File: config.mk
export PLATFORM = sky130hd
export DESIGN_NAME = sbox_share_arbiter
export DESIGN_NICKNAME = d
export VERILOG_FILES = /design/src/rtl/sbox_share_arbiter.sv
export SDC_FILE = /design/constraint.sdc
export NUM_CORES = 2
export LEC_CHECK = 0
export CAP_MARGIN = 20
export CORE_ASPECT_RATIO = 2
export CORE_MARGIN = 2
export CORE_UTILIZATION = 50
export CTS_CLUSTER_SIZE = 12
export DETAILED_ROUTE_END_ITERATION = 8
export PLACE_DENSITY = 0.78
export SETUP_SLACK_MARGIN = 0.5
export SYNTH_ARGS = -nofsm -noshare
export SYNTH_HDL_FRONTEND = slang
export SYNTH_SLANG_ARGS = --single-unit
File: constraint.sdc
create_clock -name clk -period 19.2 [get_ports clk]
set_input_delay 2.88 -clock clk [delete_from_list [all_inputs] [get_ports clk]]
set_output_delay 2.88 -clock clk [all_outputs]
set_load 0.01 [all_outputs]
File: src/rtl/sbox_share_arbiter.sv
// sbox_share_arbiter: shares one four-lane AES S-box word unit between the
// key-schedule SubWord requester and the four-word SubBytes pass on the
// 128-bit round state.
//
// Handshakes:
//   ks_req is a level request; ks_word is held stable until the one-cycle
//   ks_ack pulse, and ks_result is valid in that same cycle.
//   sb_start is a one-cycle request accepted only while sb_busy is low.
//   sb_state is sampled in the accept cycle only. sb_done pulses for one
//   cycle with sb_out complete.
//
// Optional build macro: SBOX_PIPE_EN adds a register stage on the S-box
// output. The stage is tagged with valid, source and word index.
// All result latencies then grow by one cycle.
module sbox_share_arbiter #(
  parameter bit KS_PRIORITY = 1'b1
) (
  input  logic         clk,
  input  logic         rst,
  input  logic         ks_req,
  input  logic [31:0]  ks_word,
  output logic         ks_ack,
  output logic [31:0]  ks_result,
  input  logic         sb_start,
  input  logic [127:0] sb_state,
  output logic         sb_busy,
  output logic         sb_done,
  output logic [127:0] sb_out
);

  // GF(2^8) multiply modulo x^8 + x^4 + x^3 + x + 1.
  function automatic logic [7:0] gf_mul(input logic [7:0] a, input logic [7:0] b);
    logic [7:0] p;
    logic [7:0] x;
    p = 8'h00;
    x = a;
    for (int i = 0; i < 8; i++) begin
      if (b[i]) p = p ^ x;
      x = {x[6:0], 1'b0} ^ (x[7] ? 8'h1b : 8'h00);
    end
    return p;
  endfunction

  // AES S-box: multiplicative inverse (a^254, so 0 maps to 0) followed by
  // the affine transform.
  function automatic logic [7:0] sbox_byte(input logic [7:0] a);
    logic [7:0] sq;
    logic [7:0] inv;
    sq  = a;
    inv = 8'h01;
    for (int i = 1; i < 8; i++) begin
      sq  = gf_mul(sq, sq);
      inv = gf_mul(inv, sq);
    end
    return inv ^ {inv[6:0], inv[7]} ^ {inv[5:0], inv[7:6]} ^
           {inv[4:0], inv[7:5]} ^ {inv[3:0], inv[7:4]} ^ 8'h63;
  endfunction

  function automatic logic [31:0] sub_word(input logic [31:0] w);
    return {sbox_byte(w[31:24]), sbox_byte(w[23:16]),
            sbox_byte(w[15:8]),  sbox_byte(w[7:0])};
  endfunction

  logic [127:0] state_q;     // latched SubBytes input
  logic [95:0]  acc_q;       // finished words 0..2 until the last word lands
  logic [1:0]   issue_idx;   // next SubBytes word to send through the S-box
  logic         issue_left;  // SubBytes words still waiting to be issued
  logic         sb_pending;
  logic         ks_blocked;
  logic         ks_cand;
  logic         grant_ks;
  logic         grant_sb;
  logic [31:0]  word_sel;
  logic [31:0]  sbox_in;
  logic [31:0]  sbox_out;

  // Result seen by the capture logic: the S-box output directly, or the
  // pipeline stage when it is present.
  logic         res_valid;
  logic         res_ks;
  logic [1:0]   res_idx;
  logic [31:0]  res_data;

  assign sb_pending = sb_busy & issue_left;

`ifdef SBOX_PIPE_EN
  logic        stage_valid;
  logic        stage_ks;
  logic [1:0]  stage_idx;
  logic [31:0] stage_data;

  // The ks request stays blocked while its word sits in the stage and in
  // its ack cycle, so at most one ks operation is in flight.
  assign ks_blocked = ks_ack | (stage_valid & stage_ks);

  // Output stage register, tagged with source and word index.
  always_ff @(posedge clk) begin
    if (rst) begin
      stage_valid <= 1'b0;
      stage_ks    <= 1'b0;
      stage_idx   <= 2'd0;
      stage_data  <= 32'h0;
    end else begin
      stage_valid <= grant_ks | grant_sb;
      stage_ks    <= grant_ks;
      stage_idx   <= issue_idx;
      stage_data  <= sbox_out;
    end
  end

  assign res_valid = stage_valid;
  assign res_ks    = stage_ks;
  assign res_idx   = stage_idx;
  assign res_data  = stage_data;
`else
  // A request that is being acked this cycle must not be granted again,
  // because the requester drops it on the ack.
  assign ks_blocked = ks_ack;

  assign res_valid = grant_ks | grant_sb;
  assign res_ks    = grant_ks;
  assign res_idx   = issue_idx;
  assign res_data  = sbox_out;
`endif

  assign ks_cand = ks_req & ~ks_blocked;

  // Arbitration and the S-box input mux: at most one source per cycle.
  always_comb begin
    grant_ks = 1'b0;
    grant_sb = 1'b0;
    word_sel = 32'h0;
    if (KS_PRIORITY) begin
      grant_ks = ks_cand;
      grant_sb = sb_pending & ~ks_cand;
    end else begin
      grant_sb = sb_pending;
      grant_ks = ks_cand & ~sb_pending;
    end
    case (issue_idx)
      2'd0:    word_sel = state_q[127:96];
      2'd1:    word_sel = state_q[95:64];
      2'd2:    word_sel = state_q[63:32];
      default: word_sel = state_q[31:0];
    endcase
    sbox_in = grant_ks ? ks_word : word_sel;
  end

  assign sbox_out = sub_word(sbox_in);

  // Request tracking and result capture for both requesters.
  always_ff @(posedge clk) begin
    if (rst) begin
      ks_ack     <= 1'b0;
      ks_result  <= 32'h0;
      sb_busy    <= 1'b0;
      sb_done    <= 1'b0;
      sb_out     <= 128'h0;
      state_q    <= 128'h0;
      acc_q      <= 96'h0;
      issue_idx  <= 2'd0;
      issue_left <= 1'b0;
    end else begin
      ks_ack  <= res_valid & res_ks;
      sb_done <= 1'b0;
      if (res_valid && res_ks) ks_result <= res_data;

      if (sb_start && !sb_busy) begin
        state_q    <= sb_state;
        issue_idx  <= 2'd0;
        issue_left <= 1'b1;
        sb_busy    <= 1'b1;
      end else begin
        if (grant_sb) begin
          issue_idx <= issue_idx + 2'd1;
          if (issue_idx == 2'd3) issue_left <= 1'b0;
        end
        if (res_valid && !res_ks) begin
          case (res_idx)
            2'd0: acc_q[95:64] <= res_data;
            2'd1: acc_q[63:32] <= res_data;
            2'd2: acc_q[31:0]  <= res_data;
            default: begin
              sb_out  <= {acc_q, res_data};
              sb_done <= 1'b1;
              sb_busy <= 1'b0;
            end
          endcase
        end
      end
    end
  end

endmodule

==> run metrics <==
# IOs=327; Inserted Clock Buffers=40; CTS Root Cell=sky130_fd_sc_hd__clkbuf_16; placed wire-length estimate=about 180000 µm; Final Hold Vio Count=0; vias in the first global route=about 70000; Post-DRT Antenna Nets=0; timing-limited maximum frequency=55.1 MHz; setup slack, reg-to-reg=2.18 ns; Placement Cell Area=approximately 83000 µm²; asr flop ratio synth=0%; most frequent CP cell=sky130_fd_sc_hd__xnor3_1; number of vias per cell after detailed routing=approximately 6.2; filler cell count in the final layout=roughly 13000; sequential fraction of the synthesis area=a little over a tenth; max-slew headroom at the worst pin=around 29%; number of rows in the core area=201; placeable core area=approximately 150000 µm²; Top delay family on crit path=XOR/XNOR gates; largest clock skew in the final design=0.0232 ns; Area Overhead vs Synth=18.6%; average detailed-routed wire length per instance=roughly 20 µm; TritonRoute pass-1 iters=8; min-delay src=acc_q[55]$_SDFFE_PP0P_; vertical die dimension=about 550 µm; Synth area leaders=sky130_fd_sc_hd__xnor2_1 (18%), sky130_fd_sc_hd__dfxtp_1 (10%), sky130_fd_sc_hd__xnor3_1 (7.8%); count of final setup violators=0; # port buffers=approximately 330; remaining routing DRC violations=0; post-synthesis net count=roughly 10000; share of the core filled with cells in the final layout=about three fifths; hold buffer count at CTS=0; clock latency on the worst-skew pair=0.58 ns; clock slew seen by the registers of the worst setup and hold paths=approximately 0.060 ns; deepest level of the CTS H-tree=2; worst-path fanout max=12; Setup WS post-layout=approximately 1.0 ns; CP Data Required Time=19.67 ns; number of cells on the worst hold path=2; routed metal-1 wirelength=~100000 µm; Clock Sinks=390; path category of the worst min-delay check=flip-flop to flip-flop; end of the worst register-to-register path=acc_q[77]$_SDFFE_PP0P_; cell with the largest stage delay on the worst path=sky130_fd_sc_hd__xnor3_2; startpoint type of the worst setup path=input port; max-cap viol count=0; clock period minus final worst setup slack=18.15 ns; worst hold endpoint=sb_out[87]$_SDFFE_PP0P_; period utilization=94.5%; maximum root-to-sink buffer count=3; aggregate global-route resource usage=30.3%; remaining global-route overflow=0; antenna violations before repair=11; post-detailed-routing wire length=between 200000 and 250000 µm; number of synthesized flops with an enable pin=0; detailed-route via count=about 77000; per-instance average area after synthesis=~7.5 µm²; TritonCTS clock tree=done; Worst EP arrival=18.63 ns; Met2 Wirelength=~110000 µm; unrepaired setup endpoints after global routing=false; category of the worst setup path capture point=flip-flop; top-count cell post-synth=sky130_fd_sc_hd__xnor2_1; Die Area=roughly 150000 µm²; max incr delay on CP=~0.57 ns; run status=finished, final reports clean; maximum number of pins on one net before global-route repair=99; pre-CTS worst setup slack=-0.490 ns; area share of the leading cell type in the synthesized netlist=17.8%; Die Span X=between 200 and 300 µm; Buffers & Inverters on Critical Path=9; global-route wire length before repair=between 300000 and 400000 µm; Netlist Area Pre-Place=75000 µm²; Worst Reg2Reg Path Length in Cells=64; flip-flop and latch count after synthesis=390; cell count after synthesis=9945; Starting DRT DRC Count=a little under 9000; top cells by instance count after synthesis=sky130_fd_sc_hd__xnor2_1 (1525), sky130_fd_sc_hd__nand2_1 (1406), sky130_fd_sc_hd__nor2_1 (1162); routability congestion estimate=between 0.9 and 1; top sig layer=met5; ratio of cells with drive above 1 in the final layout=17.0%; start of the worst register-to-register path=issue_idx[1]$_SDFFE_PP0P_; Cell variety after synth=130; top flip-flop cell by instance count after synthesis=sky130_fd_sc_hd__dfxtp_1; Design Area, Final=between 80000 and 90000 µm²; slew of the pin with the lowest slew margin=between 1 and 1.5 ns; final max-slew violation count=0; number of synthesis warnings=0; critical path start-end classification=input port to flip-flop; largest area contributor in the synthesized netlist=sky130_fd_sc_hd__xnor2_1; # nets final=~11000; Detail Route met3 WL=23700 µm; Initial Utilization=between 50 and 60%
==> flip-flops by register name (all words and copies together) (netlist names) <==
name,cells
sb_busy,1
issue_idx,2
ks_result,32
sb_out,128
ks_ack,1
acc_q,96
state_q,128
issue_left,1
sb_done,1
==> worst max path at each step <==
stage / startpoint / end / cells after the start
floorplan: ks_req / acc_q[12]$_SDFFE_PP0P_ / 71
finish: ks_req / acc_q[0]$_SDFFE_PP0P_ / 64
global route: ks_req / acc_q[0]$_SDFFE_PP0P_ / 68
global placement: ks_req / acc_q[15]$_SDFFE_PP0P_ / 58
CTS: ks_req / sb_out[6]$_SDFFE_PP0P_ / 63
detailed placement: ks_req / sb_out[15]$_SDFFE_PP0P_ / 62
==> final cells by class <==
class                           count  area, µm²  area share, %
Clock inverter                      5        100          0.113
Timing Repair Buffer             1187       9980           11.2
Inverter                          112        423          0.476
Multi-Input combinational cell   8769      67100           75.5
Antenna cell                        2       5.00        0.00563
Clock buffer                       44       1060           1.19
Sequential cell                   390       7810           8.78
Tap cell                         1928       2410           2.71
==> cell families (layout without fill, tap and decap cells) <==
| logic type | after synthesis | count (layout) | share of synthesized area (%) |
|---|---|---|---|
| and+or+nand+nor | 3548 | 3548 | 20.6 |
| xor gates and xnor gates | 2456 | 2457 | 37.5 |
| AOI/OAI and AO/OA | 2398 | 2398 | 21.7 |
| buffers and inverters | 787 | 1348 | 4.49 |
| DFF | 390 | 390 | 10.4 |
| muxes | 330 | 330 | 4.71 |
| adders and majority gates | 36 | 36 | 0.588 |
| other | 0 | 2 | 0 |
==> timing repair <==
| item | 4_1_cts | 5_1_grt |
|---|---|---|
| pin swaps | 4 | 137 |
| buffers inserted | 8 | 177 |
| endpoints found under the hold margin | 0 | 0 |
| gates resized for setup | 51 | 380 |
| cloned | 0 | 1 |
| endpoints found under the setup margin | 135 | 160 |
==> per-layer routing <==
layer  GRT usage, %  vias to the layer above
met2           49.8                     4029
met3           3.68                      534
met4           8.54                       18
met1           41.7                    36392
met5              0                        -
li1               -                    35991
==> metrics by stage <==
step	hold WS, ns	instances	setup TNS (ns)
finish	0.446	12437	0
global placement	0.424	12194	-3.19
global route	0.462	12435	0
CTS	0.448	12251	0
floorplan	0.418	9945	0
detailed placement	0.436	12194	-36.85
==> cell usage in the layout (no fill, tap or decap), types with 35 or more instances in the layout <==
master                            instances
sky130_fd_sc_hd__clkbuf_16               41
sky130_fd_sc_hd__buf_4                  836
sky130_fd_sc_hd__nor2b_1                 57
sky130_fd_sc_hd__a22oi_1                 67
sky130_fd_sc_hd__o22ai_1                120
sky130_fd_sc_hd__o31ai_1                 40
sky130_fd_sc_hd__nor3_1                 201
sky130_fd_sc_hd__nand2b_1                38
sky130_fd_sc_hd__dfxtp_1                390
sky130_fd_sc_hd__o21ai_0                307
sky130_fd_sc_hd__xnor3_2                 71
sky130_fd_sc_hd__xnor3_1                220
sky130_fd_sc_hd__o21a_1                  40
sky130_fd_sc_hd__and2_1                  82
sky130_fd_sc_hd__xor2_1                 358
sky130_fd_sc_hd__a21oi_1                714
sky130_fd_sc_hd__nand4_1                 38
sky130_fd_sc_hd__nand2_1               1398
sky130_fd_sc_hd__o21ai_1                 69
sky130_fd_sc_hd__xor2_2                  59
sky130_fd_sc_hd__xnor2_4                 82
sky130_fd_sc_hd__mux2i_1                244
sky130_fd_sc_hd__a22o_1                 149
sky130_fd_sc_hd__mux2_2                  54
sky130_fd_sc_hd__a211o_1                 55
sky130_fd_sc_hd__nor4_1                  37
sky130_fd_sc_hd__o221ai_1                35
sky130_fd_sc_hd__and3_1                  49
sky130_fd_sc_hd__a21o_1                  39
sky130_fd_sc_hd__nand3_1                243
sky130_fd_sc_hd__nor2_1                1147
sky130_fd_sc_hd__a31oi_1                 84
sky130_fd_sc_hd__or3_1                   50
sky130_fd_sc_hd__a211oi_1                86
sky130_fd_sc_hd__o211ai_1               115
sky130_fd_sc_hd__inv_1                   73
sky130_fd_sc_hd__xnor2_1               1345
sky130_fd_sc_hd__clkdlybuf4s50_1        325
sky130_fd_sc_hd__xnor2_2                260
==> worst register-to-register path: cells and delay by family (launching register included) <==
kind / cells / cell delay, ns
XOR/XNOR: 32 / 9.71
AO/OA/AOI/OAI: 12 / 3.57
adder cells (fa/ha/maj): 3 / 1.21
AND/OR/NAND/NOR: 10 / 1.20
buffers and inverters: 7 / 0.85
flip-flops: 1 / 0.40
Power is left out: the tool's default activity adds up to more than one toggle a clock period on the data nets, which glitch-free logic cannot reach.
